<file path="src/rtl/camera_pkg.sv">
// Shared types and constants for the camera readout path: FSM states, row tags
// and the width of one FIFO entry ({row, last, data}).
package camera_pkg;

   typedef enum logic [2:0] {
      IDLE,
      EXPOSING,
      ARMED,
      ROW1,
      ROW2
   } state_t;

   localparam logic ROW1_TAG = 1'b0;
   localparam logic ROW2_TAG = 1'b1;
   localparam int   TAG_W    = 2;

   function automatic int entry_width(input int data_w);
      return data_w + TAG_W;
   endfunction

endpackage

</file>
<file path="src/rtl/readout_fifo.sv">
// Synchronous show-ahead FIFO: the head entry is presented combinationally while
// non-empty. A push into a full FIFO is accepted only if a pop happens in the same cycle.
module readout_fifo #(
   parameter int WIDTH = 10,
   parameter int DEPTH = 16
) (
   input  logic             clk,
   input  logic             reset,
   input  logic             push,
   input  logic [WIDTH-1:0] push_data,
   input  logic             pop,
   output logic [WIDTH-1:0] head,
   output logic             full,
   output logic             empty
);

   localparam int             AW       = $clog2(DEPTH);
   localparam logic [AW:0]    FULL_CNT = DEPTH[AW:0];

   logic [WIDTH-1:0] mem [DEPTH];
   logic [AW-1:0]    wr_ptr;
   logic [AW-1:0]    rd_ptr;
   logic [AW:0]      count;
   logic             do_push;
   logic             do_pop;

   assign empty   = (count == '0);
   assign full    = (count == FULL_CNT);
   assign do_pop  = pop & ~empty;
   assign do_push = push & (~full | do_pop);

   // Masking the head while empty keeps the outputs at zero without resetting storage.
   assign head = empty ? '0 : mem[rd_ptr];

   // NOTE: the storage array is deliberately not reset; pointers and count define validity.
   always_ff @(posedge clk) begin
      if (do_push) mem[wr_ptr] <= push_data;
   end

   // NOTE: registers update with non-blocking assignments so every one sees pre-edge values.
   always_ff @(posedge clk or negedge reset) begin
      if (!reset) begin
         wr_ptr <= '0;
         rd_ptr <= '0;
         count  <= '0;
      end else begin
         if (do_push) wr_ptr <= wr_ptr + 1'b1;
         if (do_pop)  rd_ptr <= rd_ptr + 1'b1;
         unique case ({do_push, do_pop})
            2'b10:   count <= count + 1'b1;
            2'b01:   count <= count - 1'b1;
            default: count <= count;
         endcase
      end
   end

endmodule

</file>
<file path="src/rtl/camera_readout.sv">
// Receives two-row ADC frames driven by the camera controller strobes and streams tagged
// samples out of a FIFO. Optional macro CAMERA_READOUT_EXPTIME_EN adds the exp_cycles counter.
module camera_readout
   import camera_pkg::*;
#(
   parameter int DATA_W          = 8,
   parameter int SAMPLES_PER_ROW = 5,
   parameter int FIFO_DEPTH      = 16
) (
   input  logic              clk,
   input  logic              reset,
   input  logic              erase,
   input  logic              expose,
   input  logic              nre1,
   input  logic              nre2,
   input  logic              adc,
   input  logic [DATA_W-1:0] adc_data,
   output logic [DATA_W-1:0] out_data,
   output logic              out_row,
   output logic              out_last,
   output logic              out_valid,
   input  logic              out_ready,
   output logic              frame_done,
   output logic              proto_err,
   output logic              overflow
`ifdef CAMERA_READOUT_EXPTIME_EN
   ,
   output logic [5:0]        exp_cycles
`endif
);

   localparam int               ENTRY_W  = entry_width(DATA_W);
   localparam int               CNT_W    = $clog2(SAMPLES_PER_ROW + 1);
   localparam logic [CNT_W-1:0] FULL_ROW = SAMPLES_PER_ROW[CNT_W-1:0];
   localparam logic [CNT_W-1:0] LAST_IDX = FULL_ROW - 1'b1;

   state_t             state;
   logic [CNT_W-1:0]   row_cnt;
   logic               in_rows;
   logic               sample;
   logic               sample_r1;
   logic               sample_r2;
   logic               push;
   logic               row_tag;
   logic               last;
   logic               pop;
   logic               fifo_full;
   logic               fifo_empty;
   logic [ENTRY_W-1:0] head;

   assign in_rows   = (state == ARMED) || (state == ROW1) || (state == ROW2);
   assign sample    = adc & (nre1 ^ nre2) & in_rows;
   assign sample_r1 = sample & ~nre1;
   assign sample_r2 = sample & ~nre2;

   always_comb begin
      // NOTE: every signal driven here gets a default first, so no latch can be inferred.
      push    = 1'b0;
      row_tag = ROW1_TAG;
      last    = 1'b0;
      if (!erase) begin
         unique case (state)
            ARMED: push = sample_r1;
            ROW1: begin
               if (sample_r1) begin
                  push = (row_cnt < FULL_ROW);
               end else if (sample_r2) begin
                  push    = 1'b1;
                  row_tag = ROW2_TAG;
                  last    = (SAMPLES_PER_ROW == 1);
               end
            end
            ROW2: begin
               if (sample_r2 && (row_cnt < FULL_ROW)) begin
                  push    = 1'b1;
                  row_tag = ROW2_TAG;
                  last    = (row_cnt == LAST_IDX);
               end
            end
            default: ;
         endcase
      end
   end

   assign pop       = out_valid & out_ready;
   assign out_valid = ~fifo_empty;
   assign {out_row, out_last, out_data} = head;

   readout_fifo #(
      .WIDTH (ENTRY_W),
      .DEPTH (FIFO_DEPTH)
   ) u_fifo (
      .clk       (clk),
      .reset     (reset),
      .push      (push),
      .push_data ({row_tag, last, adc_data}),
      .pop       (pop),
      .head      (head),
      .full      (fifo_full),
      .empty     (fifo_empty)
   );

   always_ff @(posedge clk or negedge reset) begin
      if (!reset) begin
         state      <= IDLE;
         row_cnt    <= '0;
         frame_done <= 1'b0;
         proto_err  <= 1'b0;
         overflow   <= 1'b0;
      end else begin
         frame_done <= 1'b0;
         overflow   <= push & fifo_full & ~pop;
         proto_err  <= (~nre1 & ~nre2) | (adc & ((state == IDLE) || (state == EXPOSING)));
         // An erase outside IDLE abandons the frame; already queued samples stay in the FIFO.
         if (erase && (state != IDLE)) begin
            state     <= IDLE;
            row_cnt   <= '0;
            proto_err <= 1'b1;
         end else begin
            unique case (state)
               IDLE:     if (expose) state <= EXPOSING;
               EXPOSING: if (!expose) state <= ARMED;
               ARMED: begin
                  if (sample_r1) begin
                     state   <= ROW1;
                     row_cnt <= CNT_W'(1);
                  end else if (sample_r2) begin
                     proto_err <= 1'b1;
                  end
               end
               ROW1: begin
                  if (sample_r1) begin
                     if (row_cnt < FULL_ROW) row_cnt <= row_cnt + 1'b1;
                     else proto_err <= 1'b1;
                  end else if (sample_r2) begin
                     state   <= ROW2;
                     row_cnt <= CNT_W'(1);
                     if (row_cnt != FULL_ROW) proto_err <= 1'b1;
                  end
               end
               ROW2: begin
                  if (sample_r2) begin
                     if (row_cnt < FULL_ROW) row_cnt <= row_cnt + 1'b1;
                     else proto_err <= 1'b1;
                  end else if (sample_r1) begin
                     proto_err <= 1'b1;
                  end else if (!adc && nre2) begin
                     state      <= IDLE;
                     row_cnt    <= '0;
                     frame_done <= 1'b1;
                     if (row_cnt != FULL_ROW) proto_err <= 1'b1;
                  end
               end
               default: state <= IDLE;
            endcase
         end
      end
   end

`ifdef CAMERA_READOUT_EXPTIME_EN
   always_ff @(posedge clk or negedge reset) begin
      if (!reset) begin
         exp_cycles <= '0;
      end else if ((state == IDLE) && expose) begin
         exp_cycles <= '0;
      end else if ((state == EXPOSING) && expose && (exp_cycles != 6'd63)) begin
         exp_cycles <= exp_cycles + 6'd1;
      end
   end
`endif

endmodule

</file>
<file path="config.mk">
export PLATFORM = sky130hd
export DESIGN_NAME = camera_readout
export DESIGN_NICKNAME = d
export VERILOG_FILES = /design/src/rtl/camera_pkg.sv /design/src/rtl/readout_fifo.sv /design/src/rtl/camera_readout.sv
export SDC_FILE = /design/constraint.sdc
export NUM_CORES = 1
export LEC_CHECK = 0
export CORE_ASPECT_RATIO = 2
export CORE_UTILIZATION = 55
export DETAILED_ROUTE_END_ITERATION = 6
export PLACE_DENSITY = 0.82
export SYNTH_ARGS = -nofsm -noshare
export SYNTH_HDL_FRONTEND = slang
export SYNTH_HIERARCHICAL = 1
export SYNTH_SLANG_ARGS = --single-unit
</file>
<file path="constraint.sdc">
create_clock -name clk -period 3.6 [get_ports clk]
set_clock_uncertainty 0.1 [all_clocks]
set_input_delay 1.08 -clock clk [delete_from_list [all_inputs] [get_ports clk]]
set_output_delay 1.08 -clock clk [all_outputs]
set_load 0.03 [all_outputs]
</file>
==> flow_summary.toml, run 1 <==
[drt]
ant_nets = 0
wire_per_inst_um = 23.6
drt-total-wl_mm = 17.2
drt_iter0_markers = 244
first_pass_iters = 4
drc = 0
via_per_inst = 6.06
routed-via-count = 4426

[logic_synthesis]
yosys_warnings = 6
synth_area_leaders = "edfxtp_1 (61%), mux4_2 (11%), dfrtp_1 (7.0%)"
synthCells = 445
synthesis.nets = 474
ys_types = 60
yosysTopAreaCell = "edfxtp_1"
synth.top_cell.area_share_pct = 61.0
synth_seq_cells = 182
syn_area_mm2 = 0.00788
syn_avg_cell_area_um2 = 17.7
async_flop_share_pct = 12.1
synth_ff_type = "edfxtp_1"
synth-edff-count = 160
yosysSeqAreaShare_pct = 68.0

[worst_setup_path]
crit_type = "input pin to register"
arrival_ns = 3.77
cp_max_fo = 4
critPathCaptureType = "register"
start_kind = "input pin"
cp.required_ns = 3.80

[clock_tree]
clockBufferDepth = 2
cts-root-buf = "clkbuf_16"
cts.htree.levels = 4
clock_sinks = 182
clkLatencyLatePin_ns = 0.43
cts_tree = "done"
numCtsBuffers = 17
clk_pin_slew_ns = 0.07
holdBufCountCts = 0

[floorplan]
die_x_um = 86.6
die_area_mm2 = 0.0148
row_count = 61
coreArea_mm2 = 0.0140
fp.dieH_um = 171
start_util_pct = 56.4
pin_count = 30

[global_route]
grt.total_usage_pct = 25.6
grt_max_degree = 41
grt_first_pass_wirelength_mm = 26.4
grt_pass1_vias = 4871
grt_antenna_before_repair = 0
grt_overflow = 0

[pwr]
powerDensity_mw_per_mm2 = 685
p_leak_nw = 3.40
finalPower_mw = 6.58
ir_drop_uv = 427

[sta]
slew_headroom_pct = 39.9
rsz0062_at_grt = "yes"
timing.final.crit_share_pct = 99.2
hold_viol_final = 0
worst_slack_ns = 0.0302
slew_viol_final = 0
tightest_slew_ns = 0.901
hold_slack_ns = 0.428
totalNegativeSetupSlack_ns = 0
min_period_ns = 3.57
max_freq_mhz = 280
setup_viol = 0

[layout]
fin_cells = 730
nets = 557
post_route_cells_drive_above_1_share_pct = 33.3
syn2layout_area_growth_pct = 22.1
diodes = 0

[placed_design]
pre_cts_ws_ns = -0.589
post-place-cells = 690
io_buffers = 29
post-dp-hpwl_mm = 11.2
gp_congestion = 0.857

[hold_path]
min_path_type = "register to register"

[job]
drv_cap = 0

[status]
outcome = "finished clean"
==> cells in the mapped netlist, drive strengths merged (9+ instances only) <==
cell and instances:
mux4 40, nor2b 12, nor2 14, ha 12, mux2i 15, o21ai 9, dfrtp 22, a211oi 21
buf 19, edfxtp 160, and2 12, inv 15, nand2 10
==> timing repair <==
| item | CTS | global route |
|---|---|---|
| cloned | 0 | 1 |
| pin swaps | 2 | 3 |
| gates resized for setup | 4 | 20 |
| setup endpoints to repair | 12 | 95 |
| setup buffers | 7 | 0 |
==> worst paths after layout <==
path	from	to	slack [ns]	cells past startpoint
min in group asynchronous	reset	state[2]	0.89	2
max	nre1	u_fifo/count[4]	0.03	13
max reg2reg	u_fifo/count[3]	u_fifo/count[4]	0.47	11
max in group asynchronous	reset	u_fifo/rd_ptr[1]	2.25	2
min reg2reg	u_fifo/rd_ptr[3]	u_fifo/rd_ptr[3]	0.43	1
min	u_fifo/rd_ptr[3]	u_fifo/rd_ptr[3]	0.43	1
==> where the power goes <==
part           total, mW  switching, mW  internal [mW]
Clock               1.79          0.742           1.05
Combinational       2.28           1.16           1.12
Sequential          2.52          0.149           2.37
Total               6.58           2.05           4.54
==> routing by layer <==
metal	vias to the layer above	global-route usage, %	wire [um]	share of wire [%]
met5	-	0	0	0
met4	0	14.0	843	4.9
met3	52	5.81	796	4.6
met2	160	46.5	9610	56
met1	2270	26.8	5950	35
li1	1944	-	-	-
==> state kept, by name (all words and copies together) (netlist names) <==
signal and flops:
proto_err 1, frame_done 1, u_fifo/count 5, state 3, u_fifo/wr_ptr 4, overflow 1, row_cnt 3, u_fifo/rd_ptr 4
u_fifo/mem 160
==> cells in the final DEF (no fill, tap or decap), types with 11 or more instances in the layout <==
cell,Yosys,final
mux2i_1,15,15
buf_4,7,48
edfxtp_1,160,160
clkbuf_16,0,19
ha_1,12,11
dfrtp_1,22,20
nor2b_1,12,12
nor2_1,13,12
buf_12,0,17
inv_1,15,13
clkdlybuf4s50_1,0,19
mux4_2,40,40
a211oi_2,0,11
==> logic make-up (layout without fill, tap and decap cells) <==
family	Yosys count	count (layout)	synth area share, %
flops	182	182	68.0
simple gates	87	87	6.62
buf+inv	37	133	2.43
xor+xnor	9	9	1.00
fa+ha+maj	13	13	2.16
mux	59	59	14.1
compound gates	58	58	5.75
==> cell type report <==
type / instances / area (um^2)
clock buffers: 25 / 507
fillers: 878 / 4350
clock inverters: 7 / 68.8
well taps: 189 / 236
multi-input cells: 226 / 2470
repair buffers: 86 / 921
flip-flops and latches: 182 / 5360
inverters: 15 / 56.3
==> worst max-delay path, stage by stage <==
cell and delay (ns):
clkdlybuf4s50_1 0.48, inv_1 0.08, ha_4 0.25, and3b_2 0.22, a22o_1 0.22, a2bb2oi_2 0.17, nor3_2 0.07, nor2_2 0.22
ha_1 0.29, a21o_1 0.21, a21oi_4 0.17, mux2i_1 0.21, o211ai_1 0.10
==> stage by stage <==
step                      utilization (%)  area (um^2)
after global placement               63.2         8830
final                                68.8         9620
after CTS                            68.0         9500
after floorplan                         -         7900
after global routing                 68.8         9620
after detailed placement             63.2         8830
Power figures use the tool's default switching activity.
==> run 2, diff against run 1 <==
--- a/config.mk
+++ b/config.mk
@@ -7,8 +7,11 @@
 export LEC_CHECK = 0
 export CORE_ASPECT_RATIO = 2
 export CORE_UTILIZATION = 55
+export CTS_CLUSTER_SIZE = 16
 export DETAILED_ROUTE_END_ITERATION = 6
+export HOLD_SLACK_MARGIN = 0.02
 export PLACE_DENSITY = 0.82
+export SETUP_SLACK_MARGIN = 0.2
 export SYNTH_ARGS = -nofsm -noshare
 export SYNTH_HDL_FRONTEND = slang
 export SYNTH_HIERARCHICAL = 1
==> flow_summary.toml, run 2 (synthesis gave the netlist of run 1 again) <==
[sta]
hold_viol_final = 0
slew_viol_final = 0
min_period_ns = 3.53
rsz0062_at_grt = "yes"
setup_viol = 0
timing.final.crit_share_pct = 98.0
slew_headroom_pct = 49.9
tightest_slew_ns = 0.752
max_freq_mhz = 284

[clock_tree]
clock_sinks = 182
clockBufferDepth = 2
clk_pin_slew_ns = 0.07
cts-root-buf = "clkbuf_16"
cts.htree.levels = 4
holdBufCountCts = 0
numCtsBuffers = 17
cts_tree = "done"
clkLatencyLatePin_ns = 0.42

[drt]
routed-via-count = 4407
drc = 0
drt_iter0_markers = 352
first_pass_iters = 4
ant_nets = 0
via_per_inst = 6.05
drt-total-wl_mm = 18.0
wire_per_inst_um = 24.6

[hold_path]
hold_start = "u_fifo/wr_ptr[2]"
hold_path_depth = 1
min_path_type = "register to register"
hold_end = "u_fifo/wr_ptr[2]"

[worst_setup_path]
cpPeakStageDelay_ns = 0.53
start_kind = "register"
crit_buf_inv = 3
reg2reg_setup_slack_ns = 0.50
rr_startpoint = "u_fifo/count[2]"
cp_max_fo = 7
rr_worst_depth = 11
cp_cell_sequence = "buf_4 > buf_6 > mux4_2 > a211oi_2 > a211oi_1 > buf_4"
cpMaxStageDelayCell = "mux4_2"
crit_family = "multiplexers"
arrival_ns = 2.35
cp.required_ns = 2.42
crit_top_cell = "buf_4"
crit_type = "register to primary output"
r2r-end = "u_fifo/count[4]"
critPathCaptureType = "primary output"

[layout]
layout_commonest_cell = "edfxtp_1"
fillers = 855
register_area_mm2 = 0.00536
diodes = 0
multi_input_area_mm2 = 0.00254
post_route_cells_drive_above_1_share_pct = 35.0
nets = 556
largest_reg_flops = 160
regMostFlops = "u_fifo/mem"
post-route-cell-area_mm2 = 0.00978
syn2layout_area_growth_pct = 24.2
reg_top3 = "u_fifo/mem x160, u_fifo/count x5"
final_cell_mix = "edfxtp_1 (160), mux4_2 (40), buf_4 (39)"

[floorplan]
start_util_pct = 56.4
row_count = 61
pin_count = 30
coreArea_mm2 = 0.0140
die_area_mm2 = 0.0148
fp.dieH_um = 171
die_x_um = 86.6

[global_route]
grt_antenna_before_repair = 0
grt_max_degree = 36
grt_first_pass_wirelength_mm = 27.2
grt_overflow = 0
grt.total_usage_pct = 26.3
grt_pass1_vias = 4851

[placed_design]
io_buffers = 29
post-dp-hpwl_mm = 11.2
gp_congestion = 0.880
placed_cell_area_mm2 = 0.00892

[pwr]
finalPower_mw = 6.84
p_leak_nw = 3.43
clock_power_share_pct = 26.2
p_int_mw = 4.58
powerDensity_mw_per_mm2 = 699
ir_drop_uv = 396
pwr-share-seq_pct = 37.6
switching_share_pct = 33.0
p_switching_mw = 2.25
pwr-share-comb_pct = 36.2

[status]
outcome = "finished clean"

[job]
drv_cap = 0
==> run 2: cell types whose count changed in the layout (fill, tap and decap cells not counted), sizes merged, moves of 2 or more <==
cell	change
buf	-2
clkbuf	-5
clkdlybuf4s50	-3
clkinv	-2
clkinvlp	+2
inv	+7
==> run 2: power groups by stage <==
stage                     clock [mW]  combinational (mW)  sequential [mW]
after global routing            1.89                2.63             2.58
after CTS                       1.82                2.40             2.55
after floorplan                    0                1.55             2.48
after global placement             0                2.02             2.58
after detailed placement           0                2.07             2.59
final                           1.79                2.48             2.57
==> run 2: area by class of cell <==
type / instances / share of cell area (%)
clock buffer: 18 / 4.39
tap: 189 / 2.42
sequential: 182 / 54.8
inverter: 15 / 0.755
timing repair buffer: 85 / 10.2
multi-input combinational: 226 / 26.0
clock inverter: 14 / 1.46
==> run 2: through the flow <==
stage	hold slack (ns)	util (%)	worst slack (ns)	instances	setup TNS, ns
final	0.465	70.0	0.0734	729	0
after floorplan	0.410	-	0.134	445	0
after detailed placement	0.460	63.9	-0.495	685	-64.61
after CTS	0.473	69.6	0.0895	727	0
after global routing	0.508	70.0	0.0223	729	0
after global placement	0.445	63.9	-0.454	685	-53.40
==> run 2: timing repair <==
action,4_1_cts,5_1_grt
gates cloned,2,1
endpoints found under the hold margin,0,0
buffers inserted,8,1
resized for setup,25,11
setup endpoints to repair,174,77
pin swaps,15,12
==> run 2: metal layers <==
layer / global-route usage, % / part of all wire [%] / vias up
met2: 48.2 / 60 / 184
met1: 27.8 / 32 / 2264
met4: 15.3 / 1.8 / 0
li1: - / - / 1940
met5: 0 / 0 / -
met3: 4.75 / 6.2 / 19
==> run 2: how the worst max path moves through the flow <==
stage                                 from               to  cells after the start
after global placement                nre1  u_fifo/count[4]                     14
after detailed placement              nre1  u_fifo/count[4]                     14
after floorplan                       nre1  u_fifo/count[4]                     13
after CTS                 u_fifo/rd_ptr[1]      out_data[3]                      7
final                     u_fifo/rd_ptr[1]      out_data[2]                      6
after global routing      u_fifo/rd_ptr[1]      out_data[6]                      6
